**src/rtl/ftdi_order_decoder_if.sv**
```systemverilog
// Host-frame decoder bus: FTDI read FIFO side, readback back-pressure, register strobes, status.
interface ftdi_order_decoder_if #(
    parameter int unsigned ADDR_W = 8
);
    logic [7:0]        ri_data;
    logic              ri_empty;
    logic              ri_read;
    logic              rb_full;
    logic [ADDR_W-1:0] address;
    logic [7:0]        value;
    logic              write;
    logic              read;
    logic              busy;
    logic [3:0]        state;
    logic [7:0]        err_count;
    logic              timeout_err;

    modport master (
        input  ri_data, ri_empty, rb_full,
        output ri_read, address, value, write, read, busy, state, err_count, timeout_err
    );

    modport slave (
        output ri_data, ri_empty, rb_full,
        input  ri_read, address, value, write, read, busy, state, err_count, timeout_err
    );
endinterface

```
**src/rtl/ftdi_order_decoder.sv**
```systemverilog
// Parses FTDI host frames (header, address, length, payload) into register-file strobes.
// Optional in-frame idle abort is enabled with `define ORDER_DECODER_CMD_TIMEOUT_EN.
module ftdi_order_decoder #(
    parameter int unsigned ADDR_W      = 8,
    parameter int unsigned LEN_W       = 16,
    parameter int unsigned TIMEOUT_CYC = 4096
) (
    input logic                  clk,
    input logic                  res_n,
    ftdi_order_decoder_if.master bus
);

    typedef enum logic [3:0] {
        StIdle   = 4'd0,
        StAddr   = 4'd1,
        StLen    = 4'd2,
        StWdata  = 4'd3,
        StRissue = 4'd4
    } state_e;

    localparam int unsigned AddrBytes = ADDR_W / 8;
    localparam int unsigned LenBytes  = LEN_W / 8;
    localparam logic [1:0]  AddrLast  = 2'(AddrBytes - 1);
    localparam logic [1:0]  LenLast   = 2'(LenBytes - 1);

    if ((ADDR_W % 8) != 0 || ADDR_W < 8 || ADDR_W > 32 ||
        (LEN_W % 8) != 0 || LEN_W < 8 || LEN_W > 32 || TIMEOUT_CYC == 0) begin : g_param_check
        $error("ftdi_order_decoder: unsupported parameter combination");
    end

    state_e            state_q;
    logic [1:0]        byte_idx_q;
    logic [ADDR_W-1:0] address_q;
    logic [LEN_W-1:0]  cnt_q;
    logic [7:0]        value_q;
    logic [7:0]        err_count_q;
    logic              write_q;
    logic              is_read_q;
    logic              inc_q;

    logic              consume;
    logic              pop;
    logic              read_strobe;
    logic              strobe_done;
    logic              cmd_valid;
    logic              abort;
    logic [ADDR_W-1:0] addr_shift;
    logic [LEN_W-1:0]  cnt_shift;

    // WDATA stops consuming once cnt hits zero so the final write strobe is
    // issued while still busy, before the next header can be taken.
    always_comb begin
        consume = 1'b0;
        unique case (state_q)
            StIdle, StAddr, StLen: consume = 1'b1;
            StWdata:               consume = (cnt_q != '0);
            default:               consume = 1'b0;
        endcase
    end

    always_comb begin
        pop         = res_n & consume & ~bus.ri_empty;
        read_strobe = res_n & (state_q == StRissue) & (cnt_q != '0) & ~bus.rb_full;
        strobe_done = write_q | read_strobe;
        cmd_valid   = (bus.ri_data[7:6] == 2'b01) || (bus.ri_data[7:6] == 2'b10);
        addr_shift  = ADDR_W'({address_q, bus.ri_data});
        cnt_shift   = LEN_W'({cnt_q, bus.ri_data});
    end

`ifdef ORDER_DECODER_CMD_TIMEOUT_EN
    localparam int unsigned ToW = $clog2(TIMEOUT_CYC + 1);

    logic [ToW-1:0] idle_cnt_q;
    logic           timeout_err_q;
    logic           waiting;

    always_comb begin
        waiting = consume & bus.ri_empty &
                  ((state_q == StAddr) || (state_q == StLen) || (state_q == StWdata));
        abort   = waiting & (idle_cnt_q == ToW'(TIMEOUT_CYC - 1));
    end

    always_ff @(posedge clk) begin
        if (!res_n) begin
            idle_cnt_q    <= '0;
            timeout_err_q <= 1'b0;
        end else begin
            timeout_err_q <= abort;
            if (!waiting || abort) begin
                idle_cnt_q <= '0;
            end else begin
                idle_cnt_q <= idle_cnt_q + ToW'(1);
            end
        end
    end

    assign bus.timeout_err = timeout_err_q;
`else
    assign abort           = 1'b0;
    assign bus.timeout_err = 1'b0;
`endif

    always_ff @(posedge clk) begin
        if (!res_n) begin
            state_q     <= StIdle;
            byte_idx_q  <= '0;
            address_q   <= '0;
            cnt_q       <= '0;
            value_q     <= '0;
            err_count_q <= '0;
            write_q     <= 1'b0;
            is_read_q   <= 1'b0;
            inc_q       <= 1'b0;
        end else begin
            write_q <= 1'b0;
            // Address advances at the end of the cycle that carried the strobe.
            if (strobe_done && inc_q) begin
                address_q <= address_q + ADDR_W'(1);
            end
            if (read_strobe) begin
                cnt_q <= cnt_q - LEN_W'(1);
            end

            if (abort) begin
                state_q    <= StIdle;
                byte_idx_q <= '0;
            end else begin
                unique case (state_q)
                    StIdle: begin
                        if (pop) begin
                            if (cmd_valid) begin
                                is_read_q  <= bus.ri_data[7];
                                inc_q      <= bus.ri_data[5];
                                byte_idx_q <= '0;
                                state_q    <= StAddr;
                            end else if (err_count_q != 8'hFF) begin
                                err_count_q <= err_count_q + 8'd1;
                            end
                        end
                    end
                    StAddr: begin
                        if (pop) begin
                            address_q <= addr_shift;
                            if (byte_idx_q == AddrLast) begin
                                byte_idx_q <= '0;
                                state_q    <= StLen;
                            end else begin
                                byte_idx_q <= byte_idx_q + 2'd1;
                            end
                        end
                    end
                    StLen: begin
                        if (pop) begin
                            cnt_q <= cnt_shift;
                            if (byte_idx_q == LenLast) begin
                                byte_idx_q <= '0;
                                if (cnt_shift == '0) begin
                                    state_q <= StIdle;
                                end else if (is_read_q) begin
                                    state_q <= StRissue;
                                end else begin
                                    state_q <= StWdata;
                                end
                            end else begin
                                byte_idx_q <= byte_idx_q + 2'd1;
                            end
                        end
                    end
                    StWdata: begin
                        if (cnt_q == '0) begin
                            state_q <= StIdle;
                        end else if (pop) begin
                            value_q <= bus.ri_data;
                            write_q <= 1'b1;
                            cnt_q   <= cnt_q - LEN_W'(1);
                        end
                    end
                    StRissue: begin
                        if (cnt_q == '0 || (read_strobe && cnt_q == LEN_W'(1))) begin
                            state_q <= StIdle;
                        end
                    end
                    default: state_q <= StIdle;
                endcase
            end
        end
    end

    assign bus.ri_read   = pop;
    assign bus.read      = read_strobe;
    assign bus.write     = write_q;
    assign bus.address   = address_q;
    assign bus.value     = value_q;
    assign bus.busy      = (state_q != StIdle);
    assign bus.state     = state_q;
    assign bus.err_count = err_count_q;

endmodule

```
**src/flat_wrapper.sv**
```systemverilog
// flat-port wrapper written by rule: the top's interface ports become plain ports
module ftdi_order_decoder_flat 
#(
    parameter int unsigned ADDR_W      = 8,
    parameter int unsigned LEN_W       = 16,
    parameter int unsigned TIMEOUT_CYC = 4096
)
  (clk, res_n, bus_ri_data, bus_ri_empty, bus_rb_full, bus_ri_read, bus_address, bus_value, bus_write, bus_read, bus_busy, bus_state, bus_err_count, bus_timeout_err);
  ftdi_order_decoder_if #(.ADDR_W(ADDR_W)) bus_i ();
  input logic clk;
  input logic res_n;
  input wire logic [$bits(bus_i.ri_data)-1:0] bus_ri_data;
  input wire logic [$bits(bus_i.ri_empty)-1:0] bus_ri_empty;
  input wire logic [$bits(bus_i.rb_full)-1:0] bus_rb_full;
  output wire logic [$bits(bus_i.ri_read)-1:0] bus_ri_read;
  output wire logic [$bits(bus_i.address)-1:0] bus_address;
  output wire logic [$bits(bus_i.value)-1:0] bus_value;
  output wire logic [$bits(bus_i.write)-1:0] bus_write;
  output wire logic [$bits(bus_i.read)-1:0] bus_read;
  output wire logic [$bits(bus_i.busy)-1:0] bus_busy;
  output wire logic [$bits(bus_i.state)-1:0] bus_state;
  output wire logic [$bits(bus_i.err_count)-1:0] bus_err_count;
  output wire logic [$bits(bus_i.timeout_err)-1:0] bus_timeout_err;
  assign bus_i.ri_data = bus_ri_data;
  assign bus_i.ri_empty = bus_ri_empty;
  assign bus_i.rb_full = bus_rb_full;
  assign bus_ri_read = bus_i.ri_read;
  assign bus_address = bus_i.address;
  assign bus_value = bus_i.value;
  assign bus_write = bus_i.write;
  assign bus_read = bus_i.read;
  assign bus_busy = bus_i.busy;
  assign bus_state = bus_i.state;
  assign bus_err_count = bus_i.err_count;
  assign bus_timeout_err = bus_i.timeout_err;
  ftdi_order_decoder #(.ADDR_W(ADDR_W), .LEN_W(LEN_W), .TIMEOUT_CYC(TIMEOUT_CYC)) u_core (.clk(clk), .res_n(res_n), .bus(bus_i));
endmodule
```
**config.mk**
```make
export PLATFORM = sky130hd
export DESIGN_NAME = ftdi_order_decoder_flat
export DESIGN_NICKNAME = d
export VERILOG_FILES = /design/src/rtl/ftdi_order_decoder_if.sv /design/src/rtl/ftdi_order_decoder.sv /design/src/flat_wrapper.sv
export SDC_FILE = /design/constraint.sdc
export NUM_CORES = 1
export LEC_CHECK = 0
export ABC_CLOCK_PERIOD_IN_PS = 6000
export BUFFER_PORTS_ARGS = -buffer_cell sky130_fd_sc_hd__buf_2
export CAP_MARGIN = 40
export CORE_MARGIN = 4
export CORE_UTILIZATION = 62
export DETAILED_ROUTE_END_ITERATION = 12
export PLACE_DENSITY = 0.85
export SLEW_MARGIN = 20
export SYNTH_ARGS = -nofsm -noshare
export SYNTH_HDL_FRONTEND = slang
export SYNTH_SLANG_ARGS = --single-unit
```
**constraint.sdc**
```tcl
create_clock -name clk -period 6 [get_ports clk]
set_clock_uncertainty 0.15 [all_clocks]
set_input_delay 0.3 -clock clk [delete_from_list [all_inputs] [get_ports clk]]
set_output_delay 0.3 -clock clk [all_outputs]
set_load 0.1 [all_outputs]
```
[Yosys cells after proc, flatten, opt, wreduce, memory -nomap -nowiden]
Index checks and enable logic that the tools add are counted.
Cells by class
  reductions and logical operators: 18
  bitwise gates (word level): 12
  muxes and demuxes: 28
  shift-type cells: 0
  $lt $le $gt $ge: 0
  div/mod/pow operators: 0
  add/subtract/negate cells: 4
  $mul: 0
  eq/ne operators: 17
Operators with widths (count)
  2-to-1 mux 16 bit: 4
  2-to-1 mux 4 bit: 9
  zero test 16 bit: 2
  one-hot mux 16 bit (2 select lines): 1
  2-to-1 mux 8 bit: 3
  one-hot mux 4 bit (5 select lines): 1
  adder 8 x 1 -> 8 bit, second input constant: 2
  == test 16 x 1 -> 1 bit, second input constant: 1
  nonzero test 16 bit: 1
  subtractor 16 x 1 -> 16 bit, second input constant: 1
  2-to-1 mux 2 bit: 6
  == test 4 x 2 -> 1 bit, second input constant: 2
  != test 2 x 1 -> 1 bit, second input constant: 4
  != test 2 bit, second input constant: 4
  != test 8 bit, second input constant: 1
  AND reduction 8 bit: 1
  inverter 1 bit: 6
  one-hot mux 2 bit (3 select lines): 1
  AND reduction 3 bit: 2
  OR reduction 3 bit: 2
  AND 1 bit: 5
  AND reduction 5 bit: 1
  == test 2 x 1 -> 1 bit, second input constant: 2
  == test 4 x 1 -> 1 bit, second input constant: 1
  other kinds (14): 16
Word-level totals
  memories kept: 0
  bits in read-only memories: 0
  word-level logic and storage cells: 88
  bits in latches: 0
  memory bits (writable): 0
  output and inout bits: 33
  register bits after elaboration: 49

[Depth between registers and ports, before layout]
  depth in word-level cells: 9
  mapped depth: 9
  gate-level depth less buffers: 8

[Least setup slack after synthesis]
No wires, ideal clock.
  path type: reg2reg
  from: register u_core.state_q[2], in the netlist u_core.bus.state[2]
  to: register u_core.cnt_q[1]
  arrival time: 2832 ps
  path slack: 2948 ps
  data required time: 5780 ps
  library setup time: 70 ps
  period minus slack after synthesis: 3052 ps
  cell stages (with the launch flop): 8
  cells stage by stage: dfxtp_1 nor4b_4 and2_0 buf_2 nand2_1 inv_1 o211ai_1 a21oi_1
On the way
  cells in the longest elaborated chain, start to end: 8
RTL lines
  start, declared: RTL line ftdi_order_decoder.sv:31  | state_e state_q;
  start signal, assigned: RTL line ftdi_order_decoder.sv:105  | state_q <= StIdle;
  start signal, assigned: RTL line ftdi_order_decoder.sv:125  | state_q <= StIdle;
  start signal, assigned: RTL line ftdi_order_decoder.sv:135  | state_q <= StAddr;
  == test 4 x 3 -> 1 bit *: RTL line ftdi_order_decoder.sv:63  | read_strobe = res_n & (state_q == StRissue) & (cnt_q != '0) & ~bus.rb_full;
  AND 1 bit * (3 in a row): RTL line ftdi_order_decoder.sv:63
  named net bus_read: RTL line flat_wrapper.sv:19  | output wire logic [$bits(bus_i.read)-1:0] bus_read;
  2-to-1 mux 16 bit *: RTL line ftdi_order_decoder.sv:120  | if (read_strobe) begin
  2-to-1 mux 16 bit: RTL line ftdi_order_decoder.sv:172  | end else if (pop) begin
  2-to-1 mux 16 bit: RTL line ftdi_order_decoder.sv:170  | if (cnt_q == '0) begin
  one-hot mux 16 bit (2 select lines) *: RTL line ftdi_order_decoder.sv:128  | unique case (state_q)
  end signal, assigned: RTL line ftdi_order_decoder.sv:121  | cnt_q <= cnt_q - LEN_W'(1);
  end signal, assigned: RTL line ftdi_order_decoder.sv:154  | cnt_q <= cnt_shift;
  end signal, assigned: RTL line ftdi_order_decoder.sv:175  | cnt_q <= cnt_q - LEN_W'(1);
  end, declared: RTL line ftdi_order_decoder.sv:34  | logic [LEN_W-1:0] cnt_q;
The timed path passes the listed nets; every way through them passes the cells marked *.
A chain may end at the register's enable or synchronous reset.

[Final worst setup path]
  from: register u_core.cnt_q[0]
  to: output port bus_ri_read
On the way
  cells in the longest elaborated chain, start to end: 4
RTL lines
  nonzero test 16 bit: RTL line ftdi_order_decoder.sv:56  | StWdata: consume = (cnt_q != '0);
  one-hot mux 1 bit (2 select lines): RTL line ftdi_order_decoder.sv:54  | unique case (state_q)
  AND 1 bit (2 in a row): RTL line ftdi_order_decoder.sv:62  | pop = res_n & consume & ~bus.ri_empty;
  end, declared: RTL line flat_wrapper.sv:15  | output wire logic [$bits(bus_i.ri_read)-1:0] bus_ri_read;
Every way passes these cells.

==> metrics.md <==
| Metric | Value |
|---|---|
| Detailed router's first-iteration violation count | 329 |
| Final hold slack | between 0.09 and 0.1 ns |
| Number of inserted diodes | 0 |
| Num CTS Buffers | 5 |
| Post-synthesis sequential area ratio | a little under 30% |
| DIE AREA | about 6400 um^2 |
| Post-CTS Hold Fix Bufs | 0 |
| Cell area after layout | ~3500 um^2 |
| Largest net degree at the start of global routing | 35 |
| Worst skew pair latency | between 0.3 and 0.4 ns |
| CP required | ~5.6 ns |
| DP Area | between 3000 and 4000 um^2 |
| Critical path arrival | about 2.8 ns |
| WL met1 | between 3 and 4 mm |
| H-tree Lvls | 2 |
| Lkg Pwr | around 1.4 nW |
| Peak VDD IR | around 0.00018 V |
| Post-Route WL | between 8 and 9 mm |
| Rel. slew slack | between 40% and 50% |
| Initial antenna violation count | 0 |
| Syn-to-layout area delta | 8.221% |
| Grt ovf | 0 |
| Drt wl/cell | roughly 18 um |
| Tmin final | ~3.2 ns |
| Root buf cell | clkbuf_8 |
| Unrepaired setup endpoints after global routing | false |
| Placer Congestion | around 1.1 |
| Synth Area per Inst | slightly below 8 um^2 |
| # clock sinks | 48 |
| CTS clk-pin slew, worst paths | 0.09 ns |
| Crit start category | register |
| DR WL met2 | 4.025 mm |
| Worst Max-Slew Pin Slew | 0.7832 ns |
| Via count | approximately 3400 |
| Fin. Hold Viols | 0 |
| Maxcap violations | 0 |
| First-pass GRT wire length | around 15 mm |
| Most frequent cells in the layout | nand2_1 (54), dfxtp_1 (48), buf_2 (42), nor2_1 (25), a21oi_1 (24) |
| Async SR Flop Fraction | 0% |
| CTS tree | done |
| Outcome | complete, no violations |
| Synthesized flop and latch total | 48 |
| Core area | between 5000 and 6000 um^2 |
| Post-route setup TNS | 0 ns |
| Main synth FF type | dfxtp_1 |
| Post-Place Cells | a little under 500 |
| Die X | roughly 80 um |
| Vias/cell | slightly below 7 |
| Gr usage total | between 20 and 30% |
| Critical path endpoint category | output port |
| Crit Path Class | register to output port |
| Pwr dens | ~340 nW/um^2 |
| CTS max path bufs | 2 |
| Worst Hold Class | primary input to register |
| Worst Path Max Fanout | 16 |
| Highest clock rate | slightly above 0.3 GHz |
| HPWL after detailed placement | 6.407 mm |
| Final worst path period share | between 50% and 60% |
| Slew Limit Fails | 0 |
| DRT antenna net count | 0 |
| Most common cell after layout, fill and taps aside | nand2_1 |
| Post-Synthesis Cells | between 400 and 500 |
| Die H | about 80 um |
| Std-Cell Rows | 26 |
| # setup viols final | 0 |
| Final net count | around 460 |
| Synth Cell Area | ~3200 um^2 |
| Fin cells | slightly above 500 |
| Max Used Layer | met4 |
| Yosys warns | 0 |
| Resized cells post-CTS | 0 |
| Io pins | 45 |
| DRC violations left | 0 |
| Number of flops mapped to enable cells by yosys | 0 |
| Vias in the first global route | roughly 3100 |
| Initial core utilization | between 60% and 70% |
| Layout cells sized above 1 | 14.91% |
| DRT Pass-1 Iters | 6 |
| Post-CTS setup buffers | 0 |
| Met3 wire length | between 800 and 900 um |
| Port Buf Inserts | 42 |
| Synth cell types | 70 |
[registers in the layout (all words and copies together) (netlist names)]
signal                flops
u_core.bus.state          3
u_core.cnt_q             16
u_core.bus.address        8
u_core.bus.err_count      8
u_core.is_read_q          1
u_core.bus.write          1
u_core.byte_idx_q         2
u_core.inc_q              1
u_core.bus.value          8
[final timing paths]
path / startpoint / end / slack (ns) / cells past startpoint
hold / removal: bus_ri_data[6] / u_core.cnt_q[6]$_SDFF_PN0_ / 0.1 / 3
setup reg to reg: u_core.cnt_q[0]$_SDFF_PN0_ / u_core.bus.value[4]$_SDFFE_PN0P_ / 3.00 / 8
setup / recovery: u_core.cnt_q[0]$_SDFF_PN0_ / bus_ri_read / 2.78 / 7
hold reg to reg: u_core.bus.value[1]$_SDFFE_PN0P_ / u_core.bus.value[1]$_SDFFE_PN0P_ / 0.32 / 2
[cells by family (layout without fill, tap and decap cells)]
| family | count (synthesis) | after routing | share of synthesized area, % |
|---|---|---|---|
| and+or+nand+nor | 170 | 170 | 28.87 |
| AOI/OAI and AO/OA | 117 | 117 | 25.28 |
| buffers and inverters | 51 | 72 | 7.333 |
| DFF | 48 | 48 | 29.64 |
| muxes | 10 | 10 | 3.126 |
| adders and majority gates | 9 | 9 | 3.474 |
| xor gates and xnor gates | 8 | 8 | 2.161 |
| other | 1 | 2 | 0.1157 |
[synthesized netlist by cell type (4+ instances only)]
library cell	count	area share, %
or4_1	9	2.1
nor4_1	10	1.9
o211ai_1	9	2.1
o31a_1	8	2.2
nor2_1	25	2.9
a31oi_1	10	1.9
nor3_1	10	1.5
inv_1	18	2.1
a211o_1	4	1.1
a211oi_1	4	0.93
o21ai_0	20	3.1
nand2_1	54	6.3
dfxtp_1	48	30
a21oi_1	24	3.7
ha_1	9	3.5
or3_1	6	1.2
mux2i_1	9	2.8
nor2b_1	4	0.77
xor2_1	6	1.6
nand4_1	10	1.9
clkbuf_1	13	1.5
buf_2	10	1.5
nand3_1	10	1.5
o31ai_1	4	0.93
and2_1	4	0.77
buf_4	5	1.2
[report_power, final]
| part | switching, W | internal, W |
|---|---|---|
| registers | 0.0000499 | 0.000343 |
| logic | 0.000414 | 0.000135 |
| clock network | 0.000118 | 0.000126 |
[worst max-delay path, cell delays in order (launching register included)]
cell      delay [ns]
dfxtp_1         0.38
inv_1           0.12
ha_1            0.20
nor4b_1         0.48
nand4_2         0.45
a21boi_2        0.39
inv_1           0.12
buf_2           0.31
[stage by stage]
step                power [W]  worst slack, ns  utilization [%]
finish               0.001185            2.779            69.13
global route         0.001239            2.637            69.13
CTS                  0.001174            2.871            69.03
detailed placement  0.0009336            3.103            66.77
global placement    0.0009177            3.276            66.77
floorplan           0.0008687            2.948                -
[layout make-up]
class,instances,area [um^2]
sequential,48,960.9
clock inverter,3,46.29
multi-input combinational,316,2047
tap,70,87.58
fill,433,1567
timing repair buffer,44,222.7
clock buffer,5,68.82
inverter,20,75.07
[metal layers]
layer  up-vias  GRT usage (%)
met3        39          7.175
met5         -              0
met2       215          46.44
met1      1585          37.83
li1       1584              -
met4         0          11.66
No activity file was read; power rests on OpenSTA's default activity.
